File: src/rtl/alu_pkg.sv
// Shared definitions for the ALU issue queue: data/opcode widths, the legal
// opcode set, the queue entry layout and the output-stage state encoding.
package alu_pkg;

  localparam int DATA_W    = 32;
  localparam int OP_W      = 3;
  // Tags narrower than this are zero-extended into the entry.
  localparam int TAG_W_MAX = 8;

  localparam logic [OP_W-1:0] OP_ADD = 3'b000;
  localparam logic [OP_W-1:0] OP_SUB = 3'b001;
  localparam logic [OP_W-1:0] OP_LT  = 3'b011;

  typedef struct packed {
    logic [DATA_W-1:0]    a;
    logic [DATA_W-1:0]    b;
    logic [OP_W-1:0]      opcode;
    logic [TAG_W_MAX-1:0] tag;
  } alu_entry_t;

  typedef enum logic {
    OUT_EMPTY = 1'b0,
    OUT_FULL  = 1'b1
  } out_state_e;

  function automatic logic op_legal(input logic [OP_W-1:0] op);
    return (op == OP_ADD) || (op == OP_SUB) || (op == OP_LT);
  endfunction

endpackage

File: src/rtl/alu_issue_fifo.sv
// Generic DEPTH-entry synchronous FIFO. Head is read combinationally from
// the storage registers. Push while full and pop while empty are ignored.
// Ports:
//   clk, rst_n          clock, async active-low reset
//   push, push_data     write request and data
//   pop                 remove head entry
//   head_data           current head (undefined when count == 0)
//   count               occupancy, 0..DEPTH
module alu_issue_fifo #(
  parameter int DEPTH = 4,
  parameter int WIDTH = 8
) (
  input  logic                     clk,
  input  logic                     rst_n,
  input  logic                     push,
  input  logic [WIDTH-1:0]         push_data,
  input  logic                     pop,
  output logic [WIDTH-1:0]         head_data,
  output logic [$clog2(DEPTH):0]   count
);

  localparam int PTR_W = $clog2(DEPTH);
  localparam int CNT_W = PTR_W + 1;

  logic [WIDTH-1:0] mem_q [DEPTH];
  logic [PTR_W-1:0] wr_ptr_q, wr_ptr_d;
  logic [PTR_W-1:0] rd_ptr_q, rd_ptr_d;
  logic [CNT_W-1:0] count_q, count_d;
  logic             push_ok, pop_ok;

  always_comb begin
    push_ok  = push && (count_q != CNT_W'(DEPTH));
    pop_ok   = pop && (count_q != '0);
    // DEPTH is a power of two, so pointer overflow is the modulo wrap.
    wr_ptr_d = wr_ptr_q + PTR_W'(push_ok);
    rd_ptr_d = rd_ptr_q + PTR_W'(pop_ok);
    count_d  = count_q + CNT_W'(push_ok) - CNT_W'(pop_ok);
  end

  always_ff @(posedge clk or negedge rst_n) begin
    if (!rst_n) begin
      wr_ptr_q <= '0;
      rd_ptr_q <= '0;
      count_q  <= '0;
    end else begin
      wr_ptr_q <= wr_ptr_d;
      rd_ptr_q <= rd_ptr_d;
      count_q  <= count_d;
    end
  end

  // Storage needs no reset: occupancy alone decides what is valid.
  always_ff @(posedge clk) begin
    if (push_ok) mem_q[wr_ptr_q] <= push_data;
  end

  assign head_data = mem_q[rd_ptr_q];
  assign count     = count_q;

endmodule

File: src/rtl/alu_issue_queue.sv
// Operand staging and result capture around a combinational 32-bit ALU.
// Tagged ops are queued in a DEPTH-entry FIFO; the head drives the ALU and
// the ALU result is captured with its tag into a registered output slot.
// Optional feature macro: ALU_ISSUE_OPCHECK_EN (illegal-opcode trapping).
// Ports:
//   clk, rst_n                          clock, async active-low reset
//   in_valid/in_ready, in_a/b/opcode/tag   upstream op handshake
//   alu_a/b/opcode, alu_result          to/from the combinational ALU
//   out_valid/out_ready, out_result/tag/err downstream result handshake
//   count                               FIFO occupancy
//
// Output stage states:
//   state     | meaning
//   OUT_EMPTY | no result held, out_valid = 0
//   OUT_FULL  | result held, out_valid = 1, fields stable until accepted
module alu_issue_queue
  import alu_pkg::*;
#(
  parameter int DEPTH = 4,
  parameter int TAG_W = 4
) (
  input  logic                   clk,
  input  logic                   rst_n,
  input  logic                   in_valid,
  output logic                   in_ready,
  input  logic [31:0]            in_a,
  input  logic [31:0]            in_b,
  input  logic [2:0]             in_opcode,
  input  logic [TAG_W-1:0]       in_tag,
  output logic [31:0]            alu_a,
  output logic [31:0]            alu_b,
  output logic [2:0]             alu_opcode,
  input  logic [31:0]            alu_result,
  output logic                   out_valid,
  input  logic                   out_ready,
  output logic [31:0]            out_result,
  output logic [TAG_W-1:0]       out_tag,
  output logic                   out_err,
  output logic [$clog2(DEPTH):0] count
);

  localparam int CNT_W = $clog2(DEPTH) + 1;

  alu_entry_t          in_entry, head_entry;
  logic                head_valid, head_illegal;
  logic                push, fire;

  out_state_e          state_q, state_d;
  logic [DATA_W-1:0]   out_result_q, out_result_d;
  logic [TAG_W-1:0]    out_tag_q, out_tag_d;
  logic                out_err_q, out_err_d;
  logic                unused_tag_hi;

  assign in_entry = '{a: in_a, b: in_b, opcode: in_opcode, tag: TAG_W_MAX'(in_tag)};

  alu_issue_fifo #(
    .DEPTH (DEPTH),
    .WIDTH ($bits(alu_entry_t))
  ) u_fifo (
    .clk       (clk),
    .rst_n     (rst_n),
    .push      (push),
    .push_data (in_entry),
    .pop       (fire),
    .head_data (head_entry),
    .count     (count)
  );

  // in_ready comes from registered occupancy only; a slot freed by this
  // cycle's fire is not offered until the next cycle.
  assign in_ready   = (count != CNT_W'(DEPTH));
  assign push       = in_valid && in_ready;
  assign head_valid = (count != '0);
  assign fire       = head_valid && ((state_q == OUT_EMPTY) || out_ready);

`ifdef ALU_ISSUE_OPCHECK_EN
  assign head_illegal = head_valid && !op_legal(head_entry.opcode);
`else
  assign head_illegal = 1'b0;
`endif

  assign alu_a      = head_valid ? head_entry.a : '0;
  assign alu_b      = head_valid ? head_entry.b : '0;
  assign alu_opcode = (head_valid && !head_illegal) ? head_entry.opcode : OP_ADD;

  // Upper tag bits are always zero when TAG_W < TAG_W_MAX.
  assign unused_tag_hi = ^head_entry.tag;

  always_comb begin
    state_d      = state_q;
    out_result_d = out_result_q;
    out_tag_d    = out_tag_q;
    out_err_d    = out_err_q;
    if (fire) begin
      state_d      = OUT_FULL;
      out_result_d = head_illegal ? '0 : alu_result;
      out_tag_d    = head_entry.tag[TAG_W-1:0];
      out_err_d    = head_illegal;
    end else if ((state_q == OUT_FULL) && out_ready) begin
      state_d = OUT_EMPTY;
    end
  end

  always_ff @(posedge clk or negedge rst_n) begin
    if (!rst_n) begin
      state_q      <= OUT_EMPTY;
      out_result_q <= '0;
      out_tag_q    <= '0;
      out_err_q    <= 1'b0;
    end else begin
      state_q      <= state_d;
      out_result_q <= out_result_d;
      out_tag_q    <= out_tag_d;
      out_err_q    <= out_err_d;
    end
  end

  assign out_valid  = (state_q == OUT_FULL);
  assign out_result = out_result_q;
  assign out_tag    = out_tag_q;
  assign out_err    = out_err_q;

endmodule

File: config.mk
export PLATFORM = sky130hd
export DESIGN_NAME = alu_issue_queue
export DESIGN_NICKNAME = d
export VERILOG_FILES = /design/src/rtl/alu_pkg.sv /design/src/rtl/alu_issue_fifo.sv /design/src/rtl/alu_issue_queue.sv
export SDC_FILE = /design/constraint.sdc
export NUM_CORES = 1
export LEC_CHECK = 0
export ABC_AREA = 1
export CAP_MARGIN = 20
export CORE_MARGIN = 2
export CORE_UTILIZATION = 29
export DETAILED_ROUTE_END_ITERATION = 7
export PLACE_DENSITY = 0.58
export SETUP_SLACK_MARGIN = 0.05
export SLEW_MARGIN = 20
export SYNTH_ARGS = -nofsm -noshare
export SYNTH_HDL_FRONTEND = slang
export SYNTH_SLANG_ARGS = --single-unit
File: constraint.sdc
create_clock -name clk -period 7.8 [get_ports clk]
set_input_delay 2.34 -clock clk [delete_from_list [all_inputs] [get_ports clk]]
set_output_delay 2.34 -clock clk [all_outputs]
set_load 0.03 [all_outputs]
# == After elaboration in Yosys (flattened, before gate mapping) ==
# Memories as Yosys holds them, arrays and structs flattened.
# Cells that the tools add are included.
# totals
out_inout_bits,109
ramBits,284
reg_bits,44
wordCells,28
n_memories,1
inputBits,107
# memory_table
memory,words,word_bits,rd,rd_clocked_by_memory_dff,write_ports,line,rtl
u_fifo.mem_q,4,71,1,0,1,alu_issue_fifo.sv:25,logic [WIDTH-1:0] mem_q [DEPTH];
# op_classes
n_reduce_logical,8
muxes,7
bitwise,1
eq_ne,1
addsub,4
# op_table
operator,count
$mux 32,2
$logic_and 1x1->1,5
$add 2x1->2,2
$mux 1,4
$add 3x1->3,1
$mux 3,1
$ne 3x3->1 const B,1
$reduce_bool 3->1,1
$sub 3x1->3,1
$reduce_bool 2->1,1
$logic_or 1x1->1,1
$not 1->1,1

# == Logic depth before layout (Yosys ltp) ==
# Gate-level depths: netlist (run 1).
# depth
ltp_word,5
depth_mapped,11
ltp_nobuf,10

# == Cells and area by module ==
# Synthesis (run 1) repeated with hierarchy kept, for this count alone.
# hier_totals
hier_cells,1152
hier_area_um2,13756.9
# by_module_without_submodules
mod,area_each_um2,n_inst,cells_each,seq_area_each_um2
alu_issue_fifo,11664.9,1,842,9183.8
alu_issue_queue,2092.0,1,310,925.9

# == Worst setup path after synthesis (run 1) ==
# No wires, ideal clock.
# synth_path
kind,input to register
start,input port in_valid
end,"memory u_fifo.mem_q[0][0] (netlist name), enable pin"
path_buffers,0
slack_ps,-70
path_stages,2
required_time_ps,7212
arrival_time_ps,7282
setup_ps,588
path_cell_list,nand2_1 nor3_1
# synth_between
elab_chain_cells,4
# synth_lines
element,line,rtl
"start, declared",alu_issue_queue.sv:24,"input logic in_valid,"
$logic_and 1x1->1,alu_issue_queue.sv:72,assign push = in_valid && in_ready;
$logic_and 1x1->1,alu_issue_fifo.sv:32,push_ok = push && (count_q != CNT_W'(DEPTH));
$mux 1,alu_issue_fifo.sv:54,if (push_ok) mem_q[wr_ptr_q] <= push_data;
$mux 1 (not written as such),alu_issue_fifo.sv:54,
"end, declared",alu_issue_fifo.sv:25,
# No other way between the ends.

# == Final worst setup path (run 1) ==
# layout_path
start,register u_fifo.rd_ptr_q[0]
end,output port alu_b[20]
# layout_between
elab_chain_cells,2
# layout_lines
element,line,rtl
"start, declared",alu_issue_fifo.sv:27,"logic [PTR_W-1:0] rd_ptr_q, rd_ptr_d;"
"start signal, assigned",alu_issue_fifo.sv:47,rd_ptr_q <= rd_ptr_d;
$mem_v2 4x71,-,
$mux 32,alu_issue_queue.sv:83,assign alu_b = head_valid ? head_entry.b : '0;
"end, declared",alu_issue_queue.sv:31,"output logic [31:0] alu_b,"
# No other way between the ends.

==> results of run 1 <==
==> layout by cell type (no fill, tap or decap), types with 3 or more instances in the layout <==
cell type	synthesis	layout
ha_1	4	4
clkdlybuf4s50_1	0	213
clkbuf_1	10	7
buf_4	3	15
inv_2	3	3
nand2_1	533	533
edfxtp_1	284	284
nand3_1	76	76
a21oi_1	67	67
clkbuf_16	0	39
clkinv_1	0	8
xor2_1	3	3
inv_1	159	159
nor3_2	0	4
dfrtp_1	44	42
==> worst paths after layout <==
check,from,end,cells after the start
worst max-delay path,u_fifo.rd_ptr_q[0],alu_b[20],7
worst min-delay path,out_result[0],out_result[0],2
worst max register to register,u_fifo.count[2],u_fifo.count[2],9
worst min register to register,out_result[0],out_result[0],2
max in group asynchronous,rst_n,u_fifo.rd_ptr_q[1],2
min in group asynchronous,rst_n,out_result[16],2
==> power by group <==
part	total [uW]	internal [uW]	switching (uW)
Sequential	2530	2350	177
Clock	1640	963	680
Combinational	3220	1110	2110
==> cells by family after synthesis <==
group | count (synthesis) | share of synthesized area
AND/OR/NAND/NOR | 616 | 0.179
flip-flops | 328 | 0.713
buffers and inverters | 223 | 0.0748
AO/OA/AOI/OAI | 67 | 0.0248
adder cells (fa/ha/maj) | 5 | 0.00519
XOR/XNOR | 4 | 0.00259
other | 1 | 0.000278
==> registers in the layout, summed over array words and instances (netlist names) <==
name,cells
out_result,32
out_tag,4
out_valid,1
u_fifo.count,3
u_fifo.mem_q,284
u_fifo.rd_ptr_q,2
u_fifo.wr_ptr_q,2
==> critical path, cell delays in order, from the launching register on <==
cell,delay [ns]
dfrtp_4,0.73
inv_4,0.86
buf_4,0.44
nand2_1,0.08
nand2_1,0.06
nand2_1,0.05
a21oi_1,0.20
clkdlybuf4s50_1,0.70
==> through the flow <==
| stage | std cells | instance area [sq um] | utilization |
|---|---|---|---|
| global route | 2084 | 17300 | 0.374 |
| floorplan | 1244 | 13500 | - |
| CTS | 2084 | 17300 | 0.374 |
| detailed placement | 2020 | 16100 | 0.349 |
| finish | 2085 | 17300 | 0.374 |
| global placement | 2020 | 16100 | 0.349 |
==> final cells by class <==
| type | instances | area [sq um] |
|---|---|---|
| antenna | 1 | 2.50 |
| clock buffer | 48 | 1030 |
| clock inverter | 16 | 111 |
| fill | 4536 | 29000 |
| inverter | 163 | 614 |
| multi-input combinational | 693 | 2880 |
| sequential | 328 | 9640 |
| tap | 607 | 759 |
| timing repair buffer | 229 | 2250 |
==> per-layer routing <==
| metal | vias up | share of wire |
|---|---|---|
| li1 | 4414 | - |
| met1 | 4204 | 0.43 |
| met2 | 177 | 0.49 |
| met5 | - | 0.00038 |
| met3 | 58 | 0.052 |
| met4 | 2 | 0.027 |
==> results.md, run 1 <==
* Die height at 220 um
* Worst slack at placement at 2.16 ns
* Post-Syn Nets at roughly 1400
* Insertion delay to the later sink of the worst-skew pair at 0.54 ns
* Largest cells by area after synthesis: edfxtp_1 63%, nand2_1 15%, dfrtp_1 8.2%
* Total vias in the final route at 8855
* Minimum clock period after layout at about 6.0 ns
* Postcts setup bufs at 0
* Synthesized area per cell at 10.9 sq um
* Final ANT Viol Nets at 0
* Final Wtd Congestion at about 0.7
* Synth warnings at 0
* GRT met3 Usage at 0.0312
* WS Path Type: register to primary output
* CORE AREA at 46300 sq um
* Routed WL at 31900 um
* Synth Flop Type: edfxtp_1
* Netlist Area Pre-Place at between 10000 and 15000 sq um
* Pwr Density at 428 nW/um^2
* Seq/Total Area, Yosys at 0.713
* Setup crit end kind: primary output
* Initial antenna violation count at 1
* Synth Instances at 1244
* Number of flops mapped to enable cells by yosys at ~280
* GRT overflow at 0
* Slew headroom at 0.335
* Slew Limit Fails at 0
* Synth-to-layout area growth at 28.0%
* Final nets at ~1600
* Starting Density at 0.292
* Post-cts sizing count at 0
* Setup TNS at 0 ns
* CTS Root Cell: clkbuf_16
* Result of the run: complete, no violations
* Clk buf depth at 3
* Dpl hpwl at about 18000 um
* Die W at 220 um
* Most numerous cell in the Yosys netlist: nand2_1
* Vias in the first global route at 8933
* Port-buffer cells at 214
* Area leader, netlist: edfxtp_1
* Worst path required time at 5.46 ns
* Leak pwr at about 0.0072 uW
* GRT Overall Usage at 0.132
* Max-cap viol count at 0
* CP startpoint kind: register
* Clock transition at path regs at ~0.060 ns
* DRC at 0
* H-Tree Level Count at 2
* Largest net degree at the start of global routing at 94
* Clock sink count at 328
* Boundary pin count at 216
* Row count at 79
* Hold-fix buffers, CTS at 0
* Asr flop ratio synth at 0.134
* Final worst-path cycle share at 0.775
* TritonRoute pass-1 iters at 5
* CP max FO at 93
* First-pass GRT wire length at about 49000 um
* Met2 usage at 0.226
* Max VDD drop at between 0.2 and 0.25 mV
* CTS tree: built
* F_max at 165 MHz
* Detailed Route Iter0 Violations at about 380
* Share of layout cells above drive strength 1 at 0.0515
* Setup Skew at around 0.015 ns
* Tot Pwr at 7390 uW
* GR met1 Demand/Resource at 0.160
* WL/cell at 15.3 um
* Final hold vios at 0
* Hold_ws at ~0.48 ns
* Yosys cell types at 20
* GR peak layer: met2
* Final setup vio count at 0
* Yosys reg bits at 328
* Synth top cells by count: 533 x nand2_1, 284 x edfxtp_1, 159 x inv_1
* Die area at 48300 sq um
* Via density at 4.25
* Reg2reg setup slack at 4.98 ns
* Hold WC Path Type: register to register
* Post-route worst setup slack at roughly 1.8 ns
* Num CTS Buffers at 38
* RSZ-0062 raised after global routing: no
* Worst-Margin Slew at between 0.9 and 1 ns
* Top cell type's share of synthesized area at 0.632
* Arr. time, crit path at 3.71 ns
Note: power is estimated with default switching activity, not from simulation.
==> run 2: changes to the inputs <==
--- a/config.mk
+++ b/config.mk
@@ -10,7 +10,7 @@
 export CORE_MARGIN = 2
 export CORE_UTILIZATION = 29
 export DETAILED_ROUTE_END_ITERATION = 7
-export PLACE_DENSITY = 0.58
+export PLACE_DENSITY = 0.6
 export SETUP_SLACK_MARGIN = 0.05
 export SLEW_MARGIN = 20
 export SYNTH_ARGS = -nofsm -noshare
==> constraint.sdc (replaced) <==
create_clock -name clk -period 5.36 [get_ports clk]
set_input_delay 1.608 -clock clk [delete_from_list [all_inputs] [get_ports clk]]
set_output_delay 1.608 -clock clk [all_outputs]
set_load 0.03 [all_outputs]
==> results.md, run 2 (synthesized netlist as in run 1, its figures left out) <==
* CTS tree: built (unchanged)
* Total vias in the final route at 8940 (was 8855)
* CP bufs+invs at 3 (unchanged)
* Postcts setup bufs at 0 (unchanged)
* CORE AREA at 46300 sq um (unchanged)
* Worst-Margin Slew at 0.622 ns (was 0.997 ns)
* Boundary pin count at 216 (unchanged)
* Detailed Route Iter0 Violations at 476 (was 379)
* Die W at 220 um (unchanged)
* Slew Limit Fails at 0 (unchanged)
* Arr. time, crit path at 3.12 ns (was 3.71 ns)
* Met2 usage at 0.226 (about the same)
* Vias in the first global route at 8891 (was 8933)
* Max-cap viol count at 0 (unchanged)
* CP peak stage delay at 0.72 ns (was 0.86 ns)
* Clock power frac at 0.223 (was 0.222)
* CP top delay family: buffers and inverters (unchanged)
* Final Wtd Congestion at 0.713 (was 0.697)
* Clock transition at path regs at 0.06 ns (about the same)
* Clock sink count at 328 (unchanged)
* GRT Overall Usage at 0.133 (was 0.132)
* Power Internal at 6510 uW (was 4420 uW)
* Post-cts sizing count at 0 (unchanged)
* F_max at around 210 MHz
* Dpl hpwl at 18400 um (was 18500 um)
* Inserted Diodes at 0 (was 1)
* WL/cell at 15.4 um (was 15.3 um)
* Slew headroom at 0.585 (was 0.335)
* Final worst-path cycle share at 0.883
* Clk buf depth at 3 (unchanged)
* Hold WC Path Type: register to register (unchanged)
* Max VDD drop at 0.410 mV (was 0.250 mV)
* Critical path's slowest cell: clkdlybuf4s50_1 (was inv_4)
* Psw at 4400 uW (was 2970 uW)
* GRT met3 Usage at 0.0279 (was 0.0312)
* Pwr Density at 626 nW/um^2 (was 428 nW/um^2)
* CP max FO at 70 (was 93)
* Port-buffer cells at 214 (unchanged)
* Setup TNS at 0 ns (unchanged)
* Tot Pwr at 10900 uW (was 7390 uW)
* DRC at 0 (unchanged)
* Minimum clock period after layout at 4.73 ns
* TritonRoute pass-1 iters at 5 (unchanged)
* Num CTS Buffers at 38 (unchanged)
* Routed WL at 32200 um (was 31900 um)
* CTS Root Cell: clkbuf_16 (unchanged)
* CP startpoint kind: register (unchanged)
* Final ANT Viol Nets at 0 (unchanged)
* Final nets at 1565 (unchanged)
* Logic pwr share at 0.441 (was 0.436)
* GRT overflow at 0 (unchanged)
* DP Cell Count at 2020 (unchanged)
* Initial antenna violation count at 0 (was 1)
* RSZ-0062 raised after global routing: no (unchanged)
* Setup Skew at 0.0196 ns (was 0.0146 ns)
* GR met1 Demand/Resource at 0.167 (was 0.160)
* Final Non-Filler Cells at 2090 (was 2085)
* Insertion delay to the later sink of the worst-skew pair at 0.55 ns (was 0.54 ns)
* Most frequent cells in the layout: 533 x nand2_1, 284 x edfxtp_1, 213 x clkdlybuf4s50_1 (unchanged)
* Worst path required time at 3.75 ns (was 5.46 ns)
* GR peak layer: met2 (unchanged)
* Final hold vios at 0 (unchanged)
* WS Path Type: register to primary output (unchanged)
* Share of layout cells above drive strength 1 at 0.0546 (was 0.0515)
* Flop pwr share at 0.336 (was 0.342)
* Switching Fraction at 0.403 (was 0.402)
* Synth-to-layout area growth at 29.0% (was 28.0%)
* Hold-fix buffers, CTS at 0 (unchanged)
* Final setup vio count at 0 (unchanged)
* H-Tree Level Count at 2 (unchanged)
* Number of flip-flops in the largest register at 284 (unchanged)
* Most used cell, CP: nand2_1 (unchanged)
* CP cell instances: inv_4, buf_12, nand2_1, nand2_1, nand2_1, a21oi_1, clkdlybuf4s50_1 (was inv_4, buf_4, nand2_1, nand2_1, nand2_1, a21oi_1, clkdlybuf4s50_1)
* Die height at 220 um (unchanged)
* Leak pwr at 0.00723 uW (was 0.00718 uW)
* Die area at 48300 sq um (unchanged)
* Starting Density at 0.292 (unchanged)
* Largest net degree at the start of global routing at 72 (was 94)
* Hold_ws at 0.476 ns (was 0.477 ns)
* Result of the run: complete, no violations (unchanged)
* Via density at 4.28 (was 4.25)
* Setup crit end kind: primary output (unchanged)
* Commonest non-fill, non-tap cell in the layout: nand2_1 (unchanged)
* Row count at 79 (unchanged)
* First-pass GRT wire length at 49200 um (was 48700 um)
* Most flop-heavy register: u_fifo.mem_q (unchanged)
==> run 2: path summary, 6_finish.rpt <==
path / start / endpoint / slack (ns) / cells after the start
max: u_fifo.rd_ptr_q[0] / alu_a[31] / 0.63 / 7
min in group asynchronous: rst_n / out_result[8] / 1.07 / 1
min: out_result[15] / out_result[15] / 0.48 / 2
max reg2reg: u_fifo.count[2] / u_fifo.count[2] / 2.99 / 9
min reg2reg: out_result[15] / out_result[15] / 0.48 / 2
max in group asynchronous: rst_n / u_fifo.rd_ptr_q[1] / 3.84 / 1
==> run 2: power by group through the flow <==
| stage | Combinational, uW | Sequential [uW] | Clock, uW |
|---|---|---|---|
| 2_1_floorplan | 2790 | 3950 | 0 |
| 3_3_place_gp | 4860 | 3690 | 0 |
| 3_5_place_dp | 4880 | 3710 | 0 |
| 4_1_cts | 4910 | 3660 | 2520 |
| 5_1_grt | 5250 | 3710 | 2610 |
| 6_report | 4810 | 3660 | 2430 |
==> run 2: per-stage QoR <==
stage | setup slack (ns) | utilization | cell area, sq um
finish | 0.628 | 0.377 | 17400
CTS | 0.597 | 0.377 | 17400
global route | 0.441 | 0.377 | 17400
floorplan | -1.78 | - | 13500
detailed placement | 1.21 | 0.351 | 16200
global placement | 1.24 | 0.351 | 16200
==> run 2: per-layer routing <==
| metal | vias to the layer above | wire [um] |
|---|---|---|
| met5 | - | 0 |
| met4 | 0 | 650 |
| met3 | 36 | 1740 |
| met2 | 200 | 15900 |
| met1 | 4284 | 13900 |
| li1 | 4420 | - |
==> run 2: worst register-to-register path, cell delays in order (launching register included) <==
cell,delay (ns)
dfrtp_1,0.42
nor2_1,0.11
nand2_1,0.14
nand2_4,0.38
inv_2,0.10
ha_1,0.28
inv_1,0.04
ha_1,0.19
fa_1,0.41
xor2_1,0.17
==> run 2: layout make-up <==
| class | instances | area, sq um |
|---|---|---|
| Tap cell | 607 | 759 |
| Clock buffer | 43 | 970 |
| Timing Repair Buffer | 229 | 2350 |
| Clock inverter | 27 | 208 |
| Inverter | 163 | 614 |
| Fill cell | 4521 | 28800 |
| Sequential cell | 328 | 9640 |
| Multi-Input combinational cell | 693 | 2880 |
==> edit (flow settings as in run 2) <==
`DEPTH` is set to 4 in 2 places; all go to 8.
--- a/src/rtl/alu_issue_fifo.sv
+++ b/src/rtl/alu_issue_fifo.sv
@@ -7,7 +7,7 @@
 //   head_data           current head (undefined when count == 0)
 //   count               occupancy, 0..DEPTH
 module alu_issue_fifo #(
-  parameter int DEPTH = 4,
+  parameter int DEPTH = 8,
   parameter int WIDTH = 8
 ) (
   input  logic                     clk,
--- a/src/rtl/alu_issue_queue.sv
+++ b/src/rtl/alu_issue_queue.sv
@@ -16,7 +16,7 @@
 module alu_issue_queue
   import alu_pkg::*;
 #(
-  parameter int DEPTH = 4,
+  parameter int DEPTH = 8,
   parameter int TAG_W = 4
 ) (
   input  logic                   clk,
Ports: changed (resized count); port bits go from 216 to 217. No check against the original RTL was run, so the function may have changed too.
==> edit against run 2 <==
  * Sequential power rose by 75%
  * Largest cell class unchanged
  * Largest power group unchanged
  * Core utilization fell by 2.0 points
  * Critical endpoint is now alu_b[18]
  * Fmax fell by 4.1%
  * Critical path depth rose by 1
  * Register-to-register slack got worse by 0.32 ns
  * Wire length rose by 87%
  * Power rose by 68%
  * Synthesized area rose by 89%
  * Sequential cell count rose by 287
  * Setup slack got worse by 0.20 ns
  * Final area rose by 78%
==> edit: results (changes against run 2) <==
Ys async rst share: 0.0764 (was 0.134)
Post-DP HPWL: 33,400 um (was 18,400 um)
Seq/Total Area, Yosys: 0.714 (was 0.713)
Switching share of power: 0.394 (was 0.403)
Reg2Reg Setup Slack: 2.67 ns (was 2.99 ns)
Relative slew slack: 0.349 (was 0.585)
Final WL: 60,100 um (was 32,200 um)
FILL cells: 8,541 (was 4,521)
Worst Hold End: out_result[17] (was out_result[15])
Routed via count: 16,300 (was 8,940)
Compound-gate portion of the synthesized area: 0.0267 (was 0.0248)
Initial antenna violation count: 4 (was 0)
Highest net fanout along the worst path: 197 (was 70)
Combinational Power Share: 0.420 (was 0.441)
Largest register FFs: 568 (was 284)
Post-Synth XOR/XNOR Area: 0.00137 (was 0.00259)
Synth top cells by count: edfxtp_1 (568), nand2_1 (558), nor2_1 (545), inv_1 (239), nand3_1 (159) (was nand2_1 (533), edfxtp_1 (284), inv_1 (159), nand3_1 (76), a21oi_1 (67))
Post-synth EDFFs: 568 (was 284)
Crit-path max cell delay: 0.76 ns (was 0.72 ns)
Placed cells: 3,675 (was 2,020)
Port Buffer Count: 215 (was 214)
GR Layer Usage met1: 0.172 (was 0.167)
Final non-filler cell total: 3,789 (was 2,090)
Min-delay src: out_result[17] (was out_result[15])
First-pass GRT wire length: 92,800 um (was 49,200 um)
Clock Latency Late Sink: 0.61 ns (was 0.55 ns)
Clock skew: 0.0190 ns (was 0.0196 ns)
Mapped Nets: 2,512 (was 1,356)
Distinct cell type count after synthesis: 22 (was 20)
Synth Instances: 2,394 (was 1,244)
Routability cong.: 0.723 (was 0.713)
CP endpoint: alu_b[18] (was alu_a[31])
Fmax: 203 MHz (was 211 MHz)
Status: complete, no violations (unchanged)
Met2 usage: 0.222 (was 0.226)
Worst VDD drop: 0.000533 V (was 0.000410 V)
Fraction of layout cells with a size suffix above 1: 0.0536 (was 0.0546)
Worst path arrival time: 3.33 ns (was 3.12 ns)
Final design utilization: 0.357 (was 0.377)
Pre-CTS setup slack: 1.04 ns (was 1.21 ns)
Ranking of synthesized cells by area: edfxtp_1 (67%), nand2_1 (8.2%), nor2_1 (8.0%) (was edfxtp_1 (63%), nand2_1 (15%), dfrtp_1 (8.2%))
Placed Area: 29,100 um2 (was 16,200 um2)
Worst R2R Path Depth: 6 (was 9)
CTS Buf Count: 60 (was 38)
Pleak: 0.0123 uW (was 0.00723 uW)
[edit: cell count changes after synthesis, moves of 66 or more]
cell / run 2 / this run
nor2_1: 2 / 545
a21oi_1: 67 / 1
inv_1: 159 / 239
nand3_1: 76 / 159
o21ai_0: 0 / 130
edfxtp_1: 284 / 568
[edit: per-layer routing]
| metal | routed length [um] | vias to the layer above |
|---|---|---|
| met1 | 26900 | 7739 |
| met4 | 1050 | 6 |
| met2 | 29300 | 272 |
| met3 | 2840 | 80 |
| li1 | - | 8153 |
| met5 | 34 | - |
[edit: worst register-to-register path: stages (launching register included)]
cell and delay (ns):
dfrtp_1 0.35, inv_1 0.08, ha_1 0.21, a21boi_0 0.41, nand2_1 0.37, nor2_4 0.62, buf_4 0.35
[edit: layout make-up]
type                       count  share of cell area
clock buffer                  68              0.0500
multi-input combinational   1414               0.189
antenna                        1           0.0000807
clock inverter                45              0.0130
tap                         1155              0.0466
inverter                     241              0.0294
sequential                   615               0.588
timing repair buffer         250              0.0837
